===== src/rtl/countdown_timer_bcd_pkg.sv =====
// Shared definitions for the BCD mm:ss countdown timer: FSM encoding, digit limits and
// the preset clamp helper.
package countdown_timer_bcd_pkg;

  typedef enum logic [1:0] {
    StIdle  = 2'd0,
    StRun   = 2'd1,
    StPause = 2'd2,
    StDone  = 2'd3
  } state_e;

  localparam logic [3:0] DIGIT_MAX = 4'd9;
  localparam logic [3:0] SEC10_MAX = 4'd5;

  function automatic logic [3:0] clamp_digit(input logic [3:0] d, input logic [3:0] max);
    return (d > max) ? max : d;
  endfunction

endpackage


===== src/rtl/countdown_timer_bcd_counter_dec_down.sv =====
// Two-digit BCD down counter with synchronous clear/load, decrement enable,
// combinational borrow-out (decrement while at 00) and zero flag.
module counter_dec_down
  import countdown_timer_bcd_pkg::*;
#(
  parameter logic [3:0] TENS_MAX = 4'd9
) (
  input  logic       clk,
  input  logic       reset_p,
  input  logic       clr,
  input  logic       load,
  input  logic [3:0] ld_tens,
  input  logic [3:0] ld_ones,
  input  logic       dec,
  output logic [3:0] tens,
  output logic [3:0] ones,
  output logic       borrow,
  output logic       zero
);

  assign zero   = (tens == 4'd0) && (ones == 4'd0);
  assign borrow = dec && zero;

  always_ff @(posedge clk or posedge reset_p) begin
    if (reset_p) begin
      tens <= 4'd0;
      ones <= 4'd0;
    end else if (clr) begin
      tens <= 4'd0;
      ones <= 4'd0;
    end else if (load) begin
      tens <= ld_tens;
      ones <= ld_ones;
    end else if (dec) begin
      if (ones == 4'd0) begin
        ones <= DIGIT_MAX;
        tens <= (tens == 4'd0) ? TENS_MAX : tens - 4'd1;
      end else begin
        ones <= ones - 4'd1;
      end
    end
  end

endmodule


===== src/rtl/countdown_timer_bcd.sv =====
// BCD mm:ss countdown timer: strobe-priority FSM, preset clamping and timeout alarm
// around two cascaded two-digit down counters.
module countdown_timer_bcd
  import countdown_timer_bcd_pkg::*;
#(
  parameter int unsigned ALARM_SEC = 10
) (
  input  logic       clk,
  input  logic       reset_p,
  input  logic       clk_sec,
  input  logic       load,
  input  logic [3:0] ld_min10,
  input  logic [3:0] ld_min1,
  input  logic [3:0] ld_sec10,
  input  logic [3:0] ld_sec1,
  input  logic       start_stop,
  input  logic       clear,
  output logic [3:0] min10,
  output logic [3:0] min1,
  output logic [3:0] sec10,
  output logic [3:0] sec1,
  output logic       running,
  output logic       timeout,
  output logic       timeout_pulse
);

  localparam int unsigned AW = (ALARM_SEC > 0) ? $clog2(ALARM_SEC + 1) : 1;
  localparam logic [AW-1:0] ALARM_LIMIT = AW'(ALARM_SEC);

  state_e state_q, state_d;
  logic [AW-1:0] alarm_q;
  logic cnt_clr, cnt_load, sec_dec, alarm_inc;
  logic sec_borrow, sec_zero, min_zero;
  logic is_zero, is_one;

  assign is_zero = sec_zero && min_zero;
  assign is_one  = min_zero && (sec10 == 4'd0) && (sec1 == 4'd1);

  always_comb begin
    state_d   = state_q;
    cnt_clr   = 1'b0;
    cnt_load  = 1'b0;
    sec_dec   = 1'b0;
    alarm_inc = 1'b0;
    // Only the highest-priority strobe of a cycle acts.
    if (clear) begin
      cnt_clr = 1'b1;
      state_d = StIdle;
    end else if (load) begin
      if (state_q != StRun) begin
        cnt_load = 1'b1;
        state_d  = StIdle;
      end
    end else if (start_stop) begin
      unique case (state_q)
        StIdle:  if (!is_zero) state_d = StRun;
        StRun:   state_d = StPause;
        StPause: state_d = StRun;
        StDone:  state_d = StIdle;
        default: state_d = StIdle;
      endcase
    end else if (clk_sec) begin
      if (state_q == StRun) begin
        sec_dec = 1'b1;
        if (is_one) state_d = StDone;
      end else if (state_q == StDone && ALARM_SEC != 0) begin
        alarm_inc = 1'b1;
        if (alarm_q + 1'b1 == ALARM_LIMIT) state_d = StIdle;
      end
    end
  end

  always_ff @(posedge clk or posedge reset_p) begin
    if (reset_p) begin
      state_q       <= StIdle;
      alarm_q       <= '0;
      running       <= 1'b0;
      timeout       <= 1'b0;
      timeout_pulse <= 1'b0;
    end else begin
      state_q       <= state_d;
      running       <= (state_d == StRun);
      timeout       <= (state_d == StDone);
      timeout_pulse <= (state_d == StDone) && (state_q != StDone);
      if (state_d == StDone && state_q != StDone) begin
        alarm_q <= '0;
      end else if (alarm_inc) begin
        alarm_q <= alarm_q + 1'b1;
      end
    end
  end

  counter_dec_down #(
    .TENS_MAX (SEC10_MAX)
  ) u_sec (
    .clk     (clk),
    .reset_p (reset_p),
    .clr     (cnt_clr),
    .load    (cnt_load),
    .ld_tens (clamp_digit(ld_sec10, SEC10_MAX)),
    .ld_ones (clamp_digit(ld_sec1, DIGIT_MAX)),
    .dec     (sec_dec),
    .tens    (sec10),
    .ones    (sec1),
    .borrow  (sec_borrow),
    .zero    (sec_zero)
  );

  // Minutes never borrow: the RUN->DONE transition stops the count at 00:00.
  counter_dec_down #(
    .TENS_MAX (DIGIT_MAX)
  ) u_min (
    .clk     (clk),
    .reset_p (reset_p),
    .clr     (cnt_clr),
    .load    (cnt_load),
    .ld_tens (clamp_digit(ld_min10, DIGIT_MAX)),
    .ld_ones (clamp_digit(ld_min1, DIGIT_MAX)),
    .dec     (sec_borrow),
    .tens    (min10),
    .ones    (min1),
    .borrow  (),
    .zero    (min_zero)
  );

endmodule


===== config.mk =====
export PLATFORM = sky130hd
export DESIGN_NAME = countdown_timer_bcd
export DESIGN_NICKNAME = d
export VERILOG_FILES = /design/src/rtl/countdown_timer_bcd_pkg.sv /design/src/rtl/countdown_timer_bcd_counter_dec_down.sv /design/src/rtl/countdown_timer_bcd.sv
export SDC_FILE = /design/constraint.sdc
export NUM_CORES = 1
export LEC_CHECK = 0
export ABC_CLOCK_PERIOD_IN_PS = 6100
export CAP_MARGIN = 20
export CORE_ASPECT_RATIO = 0.8
export CORE_MARGIN = 5
export CORE_UTILIZATION = 44
export DETAILED_ROUTE_END_ITERATION = 16
export PLACE_DENSITY = 0.72
export RECOVER_POWER = 25
export SYNTH_ARGS = -nofsm -noshare
export SYNTH_HDL_FRONTEND = slang
export SYNTH_HIERARCHICAL = 1
export SYNTH_SLANG_ARGS = --single-unit

===== constraint.sdc =====
create_clock -name clk -period 6.1 [get_ports clk]
set_clock_uncertainty 0.15 [all_clocks]
set_input_delay 0.915 -clock clk [delete_from_list [all_inputs] [get_ports clk]]
set_output_delay 0.915 -clock clk [all_outputs]
set_load 0.01 [all_outputs]

==> metrics.md, run 1 <==
| Metric | Value |
|---|---|
| Total count of hold-check failures in the final report | 0 |
| Mean cell area of the mapped netlist | 9.06 um2 |
| Number of max-slew violations in the final report | 0 |
| Vias after detailed routing | 1516 |
| Largest net degree at the start of global routing | 28 |
| Bufs and invs on worst path | 2 |
| Hold buffer count at CTS | 0 |
| Remaining antenna violation count | 0 |
| Timing startpoint of the critical path | clear |
| Worst Slack Setup Final | roughly 2.5 ns |
| Dpl hpwl | between 2000 and 3000 um |
| Final antenna diode count | 0 |
| Proportion of power drawn by flip-flops and latches | 50.2% |
| Clock buffers created by TritonCTS | 3 |
| TritonCTS Sinks | 25 |
| Maximum number of buffers from clock root to sink | 2 |
| Fraction of final layout cells sized beyond drive strength 1 | between 8 and 9% |
| Post-detailed-routing wire length | approximately 4000 um |
| Share of total power in the clock network | a little over a quarter |
| Endpoint required time on the critical path | between 6 and 7 ns |
| Placement-stage cell area | between 2000 and 2500 um2 |
| Setup repair after global routing missed its margin | no |
| P_leak | around 0.95 nW |
| Post-route clock period utilization | 59.0% |
| # DRC | 0 |
| Post-CTS sizing | 0 |
| Violation count after the first detailed-route iteration | around 110 |
| Via count of the first global-routing pass | about 1400 |
| Number of nets in the final layout | between 200 and 300 |
| Cell-internal power | between 0.0002 and 0.0003 W |
| Crit path cell chain | clkdlybuf4s50_1, buf_4, nor4b_4, and3b_1, nor3b_4, nand2_2, nor2_1, nor3b_2, nand2_2, and3_1, a211o_1 |
| Via/cell ratio | 5.32 |
| Final setup fails | 0 |
| Clock Pin Slew Worst Setup and Hold Paths | about 0.090 ns |
| GRT overflow | 0 |
| Fin util | 58.2% |
| Final estimated routing congestion in global placement | 0.798 |
| Min-Delay Startpoint | u_sec/tens[3] |
| Clock tree root buffer cell | clkbuf_8 |
| Setup fix buffers added after clock tree synthesis | 0 |
| Y dimension of the die | approximately 66 um |
| Largest vdd supply drop | between 0.1 and 0.15 mV |
| Data arrival at the endpoint of the critical path | ~3.6 ns |
| Number of H-tree levels | 1 |
| Layout filler cell count | ~350 |
| Synth warnings | 6 |
| Max Clk Rate | about 280 MHz |
| Top fanout value on the critical path | 22 |
| Number of rows created at floorplan | 20 |
| Layout Cell Area excl Fill | roughly 2200 um2 |
| Net count after synthesis | around 220 |
| Portion of total power attributed to combinational logic | a little under a quarter |
| Floorplan die area | 5320 um2 |
| Sw Ratio | about 29% |
| Syn Std Cell Area | 1740 um2 |
| Number of top-level pins | ~40 |
| Floorplan core area | 3800 um2 |
| Total Neg Setup Slack | 0 ns |
| Final Critical Period | 3.60 ns |
| WL/cell | ~14 um |
| Number of optimization iterations in the first detailed-route pass | 4 |
| Worst path top cell family by delay | simple AND/OR/NAND/NOR gates |
| Net switching power | between 0.0001 and 0.00015 W |
| Overall global routing resource usage | between 15 and 20% |
| Worst slack, placed | approximately 2.3 ns |
| Global-route wire length before repair | 6440 um |
| # port buffers | 40 |
| Result of the run | finished clean |
| Area growth from synthesis to layout | 27.2% |
| Worst hold slack after final layout | between 0.4 and 0.5 ns |
| Highest-count cells in the layout ignoring fill and taps | clkdlybuf4s50_1, dfrtp_1, a21oi_1 |
| Power density normalized to cell area | 170 nW/um2 |
| Clock tree from TritonCTS | built |
| Maximum cell stage delay along the critical path | 0.41 ns |
| Commonest non-fill, non-tap cell in the layout | clkdlybuf4s50_1 |
| Worst r2r src | state_q[0] |
| Startpoint types | input port |
| Clock latency reported for the late side of the worst-skew pair | ~0.27 ns |
| Die span in x | 80.3 um |
| Antenna violations before repair | 0 |
| Number of max-cap violations | 0 |
| Type of the tightest min-delay check | flop to flop |
| Setup CP Type | input port to flop |
| Initial core utilization | approximately 46% |
| Cell mode on critical path | nand2_2 |
| Kind of end point of the critical path | flop |
| Crit-path slowest cell | clkdlybuf4s50_1 |
| Cell count after synthesis | around 190 |
final timing paths:
kind	endpoint	slack, ns	depth (start not counted)
max	u_min/tens[0]	2.50	11
max reg2reg	u_min/tens[0]	3.28	9
min	u_sec/tens[3]	0.46	2
min reg2reg	u_sec/tens[3]	0.46	2
min in group asynchronous	u_min/tens[0]	0.95	2
max in group asynchronous	u_sec/tens[3]	4.61	2
power groups by stage:
stage                     registers, W  clock network [W]   logic, W
final                         0.000188          0.0000990  0.0000878
after global routing          0.000190           0.000109  0.0000968
after CTS                     0.000188           0.000103  0.0000888
after detailed placement      0.000192                  0  0.0000881
after global placement        0.000192                  0  0.0000871
after floorplan               0.000191                  0  0.0000472
routing by layer:
layer,global-route usage [%],wire length [um],up-vias
li1,-,-,771
met1,22.6,2010,694
met2,21.6,1600,45
met3,4.36,288,6
met4,3.38,43,0
met5,0,0,-
sequential cells by signal (all words and copies together) (netlist names), 2 cells and up:
signal      count
alarm_q         4
u_min/ones      4
u_min/tens      4
u_sec/ones      4
u_sec/tens      4
state_q         2
metrics by stage:
step	std cells	power, W
CTS	285	0.000380
floorplan	192	0.000239
detailed placement	281	0.000280
finish	285	0.000375
global route	285	0.000396
global placement	281	0.000279
final cells by class:
cell class / instances / area (um2) / share of cell area (%)
Timing Repair Buffer: 42 / 415 / 18.8
Inverter: 12 / 45.0 / 2.04
Clock buffer: 4 / 45.0 / 2.04
Tap cell: 55 / 68.8 / 3.11
Sequential cell: 25 / 626 / 28.3
Multi-Input combinational cell: 147 / 1010 / 45.8
worst register-to-register path: stages, from the launching register on:
cell and delay (ns):
dfrtp_1 0.48, nor4b_4 0.34, and3b_1 0.27, nor3b_4 0.27, nand2_2 0.13, nor2_1 0.20, nor3b_2 0.29, nand2_2 0.13
and3_1 0.19, a211o_1 0.26
Note: power is estimated with default switching activity, not from simulation.
==> run 2, diff against run 1 <==
Settings changed: ABC_CLOCK_PERIOD_IN_PS 6100 to 3600.
Clock period 6.1 ns to 3.6 ns, I/O delays scaled along.
==> metrics.md, run 2 (synthesized netlist as in run 1, its figures left out) <==
| Metric | Value |
|---|---|
| Fraction of final layout cells sized beyond drive strength 1 | 9.09% (+0.40 points) |
| Number of max-cap violations | 0 (unchanged) |
| Violation count after the first detailed-route iteration | 132 (+16%) |
| Worst slack, placed | 0.155 ns (-2.10 ns) |
| Clock tree root buffer cell | clkbuf_8 |
| Overall global routing resource usage | 15.7% (+0.47 points) |
| Worst flop-to-flop path endpoint | u_min/tens[0] |
| # DRC | 0 (unchanged) |
| Kind of end point of the critical path | flop |
| Min-Delay Startpoint | u_sec/tens[3] |
| P_leak | 0.957 nW (+0.50%) |
| TritonCTS Sinks | 25 (unchanged) |
| Crit path cell chain | clkdlybuf4s50_1, nor4b_4, and3b_1, nor3b_4, nand2_2, nor2_1, nor3b_2, nand2_2, and3_1, a211o_1 |
| Final setup fails | 0 (unchanged) |
| Crit-path slowest cell | clkdlybuf4s50_1 |
| Highest-count cells in the layout ignoring fill and taps | clkdlybuf4s50_1, dfrtp_1, a21oi_1 |
| Number of cells traversed by the worst hold path | 2 (unchanged) |
| Largest vdd supply drop | 0.168 mV (+63%) |
| Result of the run | finished clean |
| Y dimension of the die | 66.2 um (unchanged) |
| Startpoint types | input port |
| Bufs and invs on worst path | 1 (-1) |
| # port buffers | 40 (unchanged) |
| Number of top-level pins | 41 (unchanged) |
| Initial core utilization | 45.7% (unchanged) |
| WL/cell | 14.0 um (+1.1%) |
| Die span in x | 80.3 um (unchanged) |
| Antenna violations before repair | 0 (unchanged) |
| Global-route wire length before repair | 6690 um (+3.8%) |
| Length in cells of the worst reg-to-reg path | 9 (unchanged) |
| Total count of hold-check failures in the final report | 0 (unchanged) |
| Setup fix buffers added after clock tree synthesis | 0 (unchanged) |
| Maximum cell stage delay along the critical path | 0.53 ns (+0.12 ns) |
| Overall power after layout | 0.000638 W (+70%) |
| Post-route clock period utilization | roughly nine tenths |
| Cell mode on critical path | nand2_2 |
| Vias after detailed routing | 1566 (+3.3%) |
| Post-CTS sizing | 0 (unchanged) |
| Clock buffers created by TritonCTS | 3 (unchanged) |
| Clock tree from TritonCTS | built |
| Setup CP Type | input port to flop |
| Maximum number of buffers from clock root to sink | 2 (unchanged) |
| Total Neg Setup Slack | 0 ns (unchanged) |
| Hold buffer count at CTS | 0 (unchanged) |
| Final Critical Period | about 3.2 ns |
| Worst reg-to-reg setup slack | 0.78 ns (-2.50 ns) |
| Clock Pin Slew Worst Setup and Hold Paths | 0.09 ns (about the same) |
| WL met3 | 289 um (+0.35%) |
| Sink of the worst hold path | u_sec/tens[3] |
| Dpl hpwl | 3050 um (+3.2%) |
| Type of the tightest min-delay check | flop to flop |
| Floorplan die area | 5320 um2 (unchanged) |
| Worst relative slew slack | between 50% and 60% |
| Post-detailed-routing wire length | 4000 um (+1.4%) |
| Top fanout value on the critical path | 7 (-68%) |
| Final antenna diode count | 0 (unchanged) |
| Number of max-slew violations in the final report | 0 (unchanged) |
| Max Clk Rate | around 310 MHz |
| Via/cell ratio | 5.48 (+2.9%) |
| Final estimated routing congestion in global placement | 0.764 (-4.3%) |
| Layout filler cell count | 359 (+3.2%) |
| Area growth from synthesis to layout | 27.6% |
| FF/Latch Area | 626 um2 (unchanged) |
| M1 WL | 2020 um (+0.80%) |
| Number of nets in the final layout | 256 (+0.39%) |
| Clock latency reported for the late side of the worst-skew pair | 0.27 ns (about the same) |
| Area of the multi-input gates | 1010 um2 (unchanged) |
| Floorplan core area | 3800 um2 (unchanged) |
| Largest net degree at the start of global routing | 22 (-21%) |
| Worst r2r src | state_q[0] |
| Via count of the first global-routing pass | 1424 (+3.6%) |
| Data arrival at the endpoint of the critical path | 3.22 ns (-0.39 ns) |
| Remaining antenna violation count | 0 (unchanged) |
| Commonest non-fill, non-tap cell in the layout | clkdlybuf4s50_1 |
| Number of rows created at floorplan | 20 (unchanged) |
| Number of H-tree levels | 1 (unchanged) |
| Worst path top cell family by delay | simple AND/OR/NAND/NOR gates |
| Detail Route met2 WL | 1670 um (+4.3%) |
| Highest metal layer with signal wires | met4 |
| Worst Slack Setup Final | 0.390 ns (-2.11 ns) |
| Endpoint required time on the critical path | 3.61 ns (-2.50 ns) |
| Setup repair after global routing missed its margin | no |
| Number of optimization iterations in the first detailed-route pass | 4 (unchanged) |
| Power density normalized to cell area | 287 nW/um2 (+69%) |
| Worst-Margin Slew | 0.651 ns |
| GRT overflow | 0 (unchanged) |
run 2: changes by cell type in the layout (fill, tap and decap cells not counted), sizes merged:
cell / before / now
buf: 2 / 3
run 2: through the flow:
| stage | area [um2] | hold WS (ns) | std cells | util (%) |
|---|---|---|---|---|
| after floorplan | 1740 | 0.206 | 192 | - |
| after global placement | 2170 | 0.442 | 282 | 57.2 |
| after detailed placement | 2170 | 0.444 | 282 | 57.2 |
| after CTS | 2220 | 0.456 | 286 | 58.4 |
| after global routing | 2220 | 0.479 | 286 | 58.4 |
| final | 2220 | 0.459 | 286 | 58.4 |
run 2: worst max path at each step:
stage / slack [ns] / cells after the start / end / from
floorplan: 0.99 / 9 / u_min/tens[0] / load
global placement: 0.24 / 10 / u_min/tens[0] / load
detailed placement: 0.15 / 10 / u_min/tens[0] / load
CTS: 0.41 / 10 / u_min/tens[0] / load
global route: 0.17 / 10 / u_min/tens[1] / load
finish: 0.39 / 10 / u_min/tens[0] / load
run 2: cell type report:
type	instances	share of cell area, %
repair buffers	43	19.1
clock buffers	4	2.03
multi-input cells	147	45.6
flip-flops and latches	25	28.2
inverters	12	2.03
well taps	55	3.10
run 2: worst min-delay path: stages (launching register included):
cell,delay [ns]
dfrtp_1,0.43
inv_1,0.07
o41ai_1,0.07
run 2: where the power goes:
group | switching [W] | leakage, nW | total [W] | internal (W)
sequential | 0.0000246 | 0.340 | 0.000320 | 0.000295
clock | 0.0000883 | 0.0228 | 0.000167 | 0.0000792
combinational | 0.0000712 | 0.594 | 0.000151 | 0.0000794
total | 0.000184 | 0.957 | 0.000638 | 0.000454
run 2: layer usage:
metal | up-vias | global-route usage (%)
met5 | - | 0
met4 | 0 | 1.90
met3 | 2 | 3.81
met2 | 52 | 23.6
met1 | 741 | 23.3
li1 | 771 | -
